## src/rtl/rgb_load_seq_if.sv

```systemverilog
// Color offer / PWM load bus between an upstream color source and rgb_load_seq.
// SIZE must match the SIZE of the rgb_load_seq instance it connects to.
interface rgb_load_seq_if #(
  parameter int SIZE = 13
);
  logic            color_valid;
  logic [7:0]      color_r;
  logic [7:0]      color_g;
  logic [7:0]      color_b;
  logic            color_ready;
  logic [SIZE-1:0] duty;
  logic            load_r;
  logic            load_g;
  logic            load_b;
  logic            busy;

  modport master (
    output color_valid, color_r, color_g, color_b,
    input  color_ready, duty, load_r, load_g, load_b, busy
  );

  modport slave (
    input  color_valid, color_r, color_g, color_b,
    output color_ready, duty, load_r, load_g, load_b, busy
  );
endinterface

```

## src/rtl/rgb_load_seq.sv

```systemverilog
// Accepts one RGB color, strobes it into three PWM channels one per cycle, then idles HOLD_CYCLES.
// Optional macro RGB_LOAD_SEQ_GAMMA_EN selects square-law scaling instead of bit replication.
module rgb_load_seq #(
    parameter int SIZE        = 13,
    parameter int HOLD_CYCLES = 8192
) (
    input logic          sys_clk,
    input logic          rst,
    rgb_load_seq_if.slave bus
);

    typedef enum logic [2:0] {
        IDLE,
        LOAD_R,
        LOAD_G,
        LOAD_B,
        HOLD
    } state_t;

    localparam int            CW        = $clog2(HOLD_CYCLES + 1);
    localparam logic [CW-1:0] HOLD_LOAD = CW'(HOLD_CYCLES);
`ifndef RGB_LOAD_SEQ_GAMMA_EN
    localparam int            EXT       = SIZE - 8;
`endif

    state_t          state_q, state_n;
    logic [CW-1:0]   hold_cnt_q, hold_cnt_n;
    logic [7:0]      cap_r_q, cap_g_q, cap_b_q;
    logic            ready_q;
    logic            load_r_q, load_g_q, load_b_q;
    logic [SIZE-1:0] duty_q, duty_n;
    logic            accept;
    logic [7:0]      chan;

    function automatic logic [SIZE-1:0] scale(input logic [7:0] c);
`ifdef RGB_LOAD_SEQ_GAMMA_EN
        logic [15:0] p;
        p = 16'(c) * 16'(c);
        return p[15 -: SIZE];
`else
        return {c, c[7 -: EXT]};
`endif
    endfunction

    always_comb begin
        accept     = bus.color_valid && ready_q && (state_q == IDLE);
        state_n    = state_q;
        hold_cnt_n = hold_cnt_q;
        case (state_q)
            IDLE:   if (accept) state_n = LOAD_R;
            LOAD_R: state_n = LOAD_G;
            LOAD_G: state_n = LOAD_B;
            LOAD_B: begin
                state_n    = HOLD;
                hold_cnt_n = HOLD_LOAD;
            end
            HOLD: begin
                if (hold_cnt_q != '0) hold_cnt_n = hold_cnt_q - CW'(1);
                if (hold_cnt_q <= CW'(1)) state_n = IDLE;
            end
            default: state_n = IDLE;
        endcase
    end

    // Red is forwarded from the inputs on the handshake edge so duty lines up with load_r.
    always_comb begin
        duty_n = duty_q;
        case (state_n)
            LOAD_R:  chan = accept ? bus.color_r : cap_r_q;
            LOAD_G:  chan = cap_g_q;
            default: chan = cap_b_q;
        endcase
        if (state_n == LOAD_R || state_n == LOAD_G || state_n == LOAD_B)
            duty_n = scale(chan);
    end

    always_ff @(posedge sys_clk or posedge rst) begin
        if (rst) begin
            state_q    <= IDLE;
            hold_cnt_q <= '0;
            cap_r_q    <= '0;
            cap_g_q    <= '0;
            cap_b_q    <= '0;
            ready_q    <= 1'b0;
            load_r_q   <= 1'b0;
            load_g_q   <= 1'b0;
            load_b_q   <= 1'b0;
            duty_q     <= '0;
        end else begin
            state_q    <= state_n;
            hold_cnt_q <= hold_cnt_n;
            ready_q    <= (state_n == IDLE);
            load_r_q   <= (state_n == LOAD_R);
            load_g_q   <= (state_n == LOAD_G);
            load_b_q   <= (state_n == LOAD_B);
            duty_q     <= duty_n;
            if (accept) begin
                cap_r_q <= bus.color_r;
                cap_g_q <= bus.color_g;
                cap_b_q <= bus.color_b;
            end
        end
    end

    assign bus.color_ready = ready_q;
    assign bus.load_r      = load_r_q;
    assign bus.load_g      = load_g_q;
    assign bus.load_b      = load_b_q;
    assign bus.duty        = duty_q;
    assign bus.busy        = (state_q != IDLE);

    a_one_strobe: assert property (@(posedge sys_clk) disable iff (rst)
        $onehot0({load_r_q, load_g_q, load_b_q}));
    a_ready_idle: assert property (@(posedge sys_clk) disable iff (rst)
        ready_q |-> (state_q == IDLE));
    a_cnt_range:  assert property (@(posedge sys_clk) disable iff (rst)
        hold_cnt_q <= HOLD_LOAD);

endmodule

```

## src/flat_wrapper.sv

```systemverilog
// flat-port wrapper written by rule: the top's interface ports become plain ports
module rgb_load_seq_flat 
#(
    parameter int SIZE        = 13,
    parameter int HOLD_CYCLES = 8192
)
  (sys_clk, rst, bus_color_valid, bus_color_r, bus_color_g, bus_color_b, bus_color_ready, bus_duty, bus_load_r, bus_load_g, bus_load_b, bus_busy);
  rgb_load_seq_if #(.SIZE(SIZE)) bus_i ();
  input logic sys_clk;
  input logic rst;
  input wire logic [$bits(bus_i.color_valid)-1:0] bus_color_valid;
  input wire logic [$bits(bus_i.color_r)-1:0] bus_color_r;
  input wire logic [$bits(bus_i.color_g)-1:0] bus_color_g;
  input wire logic [$bits(bus_i.color_b)-1:0] bus_color_b;
  output wire logic [$bits(bus_i.color_ready)-1:0] bus_color_ready;
  output wire logic [$bits(bus_i.duty)-1:0] bus_duty;
  output wire logic [$bits(bus_i.load_r)-1:0] bus_load_r;
  output wire logic [$bits(bus_i.load_g)-1:0] bus_load_g;
  output wire logic [$bits(bus_i.load_b)-1:0] bus_load_b;
  output wire logic [$bits(bus_i.busy)-1:0] bus_busy;
  assign bus_i.color_valid = bus_color_valid;
  assign bus_i.color_r = bus_color_r;
  assign bus_i.color_g = bus_color_g;
  assign bus_i.color_b = bus_color_b;
  assign bus_color_ready = bus_i.color_ready;
  assign bus_duty = bus_i.duty;
  assign bus_load_r = bus_i.load_r;
  assign bus_load_g = bus_i.load_g;
  assign bus_load_b = bus_i.load_b;
  assign bus_busy = bus_i.busy;
  rgb_load_seq #(.SIZE(SIZE), .HOLD_CYCLES(HOLD_CYCLES)) u_core (.sys_clk(sys_clk), .rst(rst), .bus(bus_i));
endmodule
```

## config.mk

```make
export PLATFORM = sky130hd
export DESIGN_NAME = rgb_load_seq_flat
export DESIGN_NICKNAME = d
export VERILOG_FILES = /design/src/rtl/rgb_load_seq_if.sv /design/src/rtl/rgb_load_seq.sv /design/src/flat_wrapper.sv
export SDC_FILE = /design/constraint.sdc
export NUM_CORES = 1
export LEC_CHECK = 0
export ABC_AREA = 1
export CAP_MARGIN = 20
export CORE_MARGIN = 2
export CORE_UTILIZATION = 45
export DETAILED_ROUTE_END_ITERATION = 7
export HOLD_SLACK_MARGIN = 0.03
export PLACE_DENSITY = 0.71
export SLEW_MARGIN = 20
export SYNTH_ARGS = -nofsm -noshare
export SYNTH_HDL_FRONTEND = slang
export SYNTH_SLANG_ARGS = --single-unit
```

## constraint.sdc

```tcl
create_clock -name sys_clk -period 4.1 [get_ports sys_clk]
set_clock_uncertainty 0.1 [all_clocks]
set_input_delay 0.82 -clock sys_clk [delete_from_list [all_inputs] [get_ports sys_clk]]
set_output_delay 0.82 -clock sys_clk [all_outputs]
set_load 0.005 [all_outputs]
```

==> metrics.yaml <==
outcome: "completed"
firstDrtPassIters: 4
die_h_um: 76.7
wire_per_inst_um: 11.8
syn2layout_area_growth_pct: 24.0
synth_ff_type: "dfrtp_1"
hold_violations: 0
cts_max_path_buffers: 2
cp_max_fo: 27
fp.dieW_um: 76.7
slew_viol_final: 0
drive_above_1_share_pct: 6.52
pin_count: 45
slew_headroom_pct: 42.4
clkPwrFrac_pct: 42.6
worstPathArrival_ns: 2.66
setup_viol: 0
worstPathCellList: "clkdlybuf4s50_1, nand2_1, inv_1, nand3_2, inv_2, nor2_2, inv_2, nand2_1, nand2_1"
fmax_mhz: 398
synth_area_per_cell_um2: 7.30
holdWs_ns: 0.385
cp_slowest_cell: "clkdlybuf4s50_1"
postRouteAntennaNets: 0
htree_levels: 2
synth_edf_count: 0
maxCapViolCount: 0
cts.hold.buffers_added: 0
grt_max_degree: 37
row_count: 26
syn-cell-area_mm2: 0.00238
syn_inst: 326
start_util_pct: 46.6
overflow: 0
p_switching_mw: 0.170
layout.nets: 397
cts_setup_buffers: 0
hp-class: "flip-flop to flip-flop"
power_density_mw_per_mm2: 283
yosysTopAreaCell: "dfrtp_1"
utilization_pct: 57.8
grt_pass1_wl_um: 8770
critPathLaunchType: "input pin"
antenna_found_initial: 0
post_cts_resized: 0
rsz0062_at_grt: "no"
hpwl_um: 3740
internal_power_mw: 0.665
gp_congestion: 0.871
sw_frac_of_total_pct: 20.3
clkTransAtPathRegs_ns: 0.09
critPathRequiredTime_ns: 4.25
post-place-ws_ns: 1.24
drtIter0Drc: 183
antenna_cells: 0
finalSetupTns_ns: 0
via_count: 2015
yosys_warnings: 0
grt_usage_pct: 18.5
ys_seq_area_share_pct: 47.3
cts_tree: "done"
finalWirelength_um: 5160
p_leak_nw: 1.53
ys_seq_elements: 45
p_seq_share_pct: 53.1
cts_root_buffer: "clkbuf_8"
endpoint_kind: "flip-flop"
synth.area.top_cells: "dfrtp_1 (47%), nand2_1 (23%), inv_1 (5.5%), nor2_1 (5.2%), nand3_1 (4.8%)"
ir_drop_mv: 0.170
cts_made_buffers: 5
mappedNetlistNets: 356
max_stage_delay_ns: 0.45
crit_top_cell: "nand2_1"
pwr-share-comb_pct: 4.3
fin_ws_ns: 1.59
place.port_buffers: 44
clock_latency_ns: 0.31
worst_pin_slew_ns: 0.860
period_share_pct: 61.2
vias_per_cell: 4.60
drc: 0
ys_async_sr_fraction_pct: 100
core_mm2: 0.00511
worstSetupPathType: "input pin to flip-flop"
cts_sinks: 45
grt_pass1_vias: 1835
ys_types: 25
synth_top_area_share_pct: 47.3
dieArea_mm2: 0.00589
post-route-min-period_ns: 2.51
==> placed cells by master, fill, tap and decap left out, types with 4 or more instances in the layout <==
master             n
nand3_1           23
xor2_1             6
nor2_1            33
clkbuf_8           6
o21ai_0            4
nand2_1          145
clkdlybuf4s50_1   44
dfrtp_1           45
inv_1             34
==> power by group through the flow <==
| stage | combinational (mW) | clock [mW] | sequential, mW |
|---|---|---|---|
| finish | 0.0356 | 0.355 | 0.443 |
| global route | 0.0396 | 0.374 | 0.443 |
| CTS | 0.0367 | 0.360 | 0.443 |
| detailed placement | 0.0366 | 0 | 0.452 |
| global placement | 0.0364 | 0 | 0.452 |
| floorplan | 0.00795 | 0 | 0.452 |
==> synth_stat cells (4+ instances only) <==
library cell and instances:
dfrtp_1 45, buf_4 5, nand2_1 145, nor2_1 33, xor2_1 6, nand3_1 23
inv_1 35, o21ai_0 4, buf_2 4
==> kinds of logic (layout without fill, tap and decap cells) <==
group | count (synthesis) | after routing | synth area share, %
AOI/OAI and AO/OA | 9 | 9 | 2.79
and+or+nand+nor | 212 | 212 | 36.3
adders and majority gates | 3 | 3 | 1.58
buffers and inverters | 50 | 92 | 9.51
DFF | 45 | 45 | 47.3
xor gates and xnor gates | 7 | 7 | 2.57
==> cell type report <==
| cell class | instances | area [um^2] |
|---|---|---|
| fill | 499 | 2150 |
| sequential | 45 | 1130 |
| multi-input combinational | 231 | 1030 |
| timing repair buffer | 45 | 448 |
| inverter | 39 | 146 |
| tap | 70 | 87.6 |
| clock buffer | 7 | 86.3 |
| clock inverter | 1 | 30.0 |
==> critical path, delay by kind of cell <==
kind | cells | cell delay, ns
simple gates | 5 | 0.74
buf+inv | 4 | 1.09
==> final timing paths <==
path / start / to / slack, ns / cells after the start
max: bus_color_valid / u_core.bus.duty[9] / 1.59 / 9
min: u_core.cap_g_q[0] / u_core.cap_g_q[0] / 0.38 / 2
max reg2reg: u_core.state_q[0] / u_core.bus.duty[9] / 1.96 / 7
min reg2reg: u_core.cap_g_q[0] / u_core.cap_g_q[0] / 0.38 / 2
max in group asynchronous: rst / u_core.cap_g_q[5] / 2.53 / 3
min in group asynchronous: rst / u_core.hold_cnt_q[3] / 0.64 / 2
==> layer usage <==
layer | GRT usage, % | up-vias | part of all wire, %
li1 | - | 1051 | -
met4 | 5.45 | 0 | 1.3
met1 | 27.4 | 906 | 50
met2 | 26.9 | 52 | 43
met5 | 0 | - | 0
met3 | 4.59 | 6 | 5.6
==> flip-flops by register name (all words and copies together) (netlist names) <==
signal and cells:
u_core.hold_cnt_q 14, u_core.bus.duty 8, u_core.cap_b_q 8, u_core.cap_g_q 8, u_core.state_q 3, u_core.bus.color_ready 1
u_core.bus.load_b 1, u_core.bus.load_g 1, u_core.bus.load_r 1
==> through the flow <==
stage / power (mW) / area (um^2) / cells
floorplan: 0.460 / 2380 / 326
global placement: 0.489 / 2840 / 430
detailed placement: 0.489 / 2840 / 430
CTS: 0.840 / 2950 / 438
global route: 0.858 / 2950 / 438
finish: 0.834 / 2950 / 438
(Power assumes the default switching activity.)
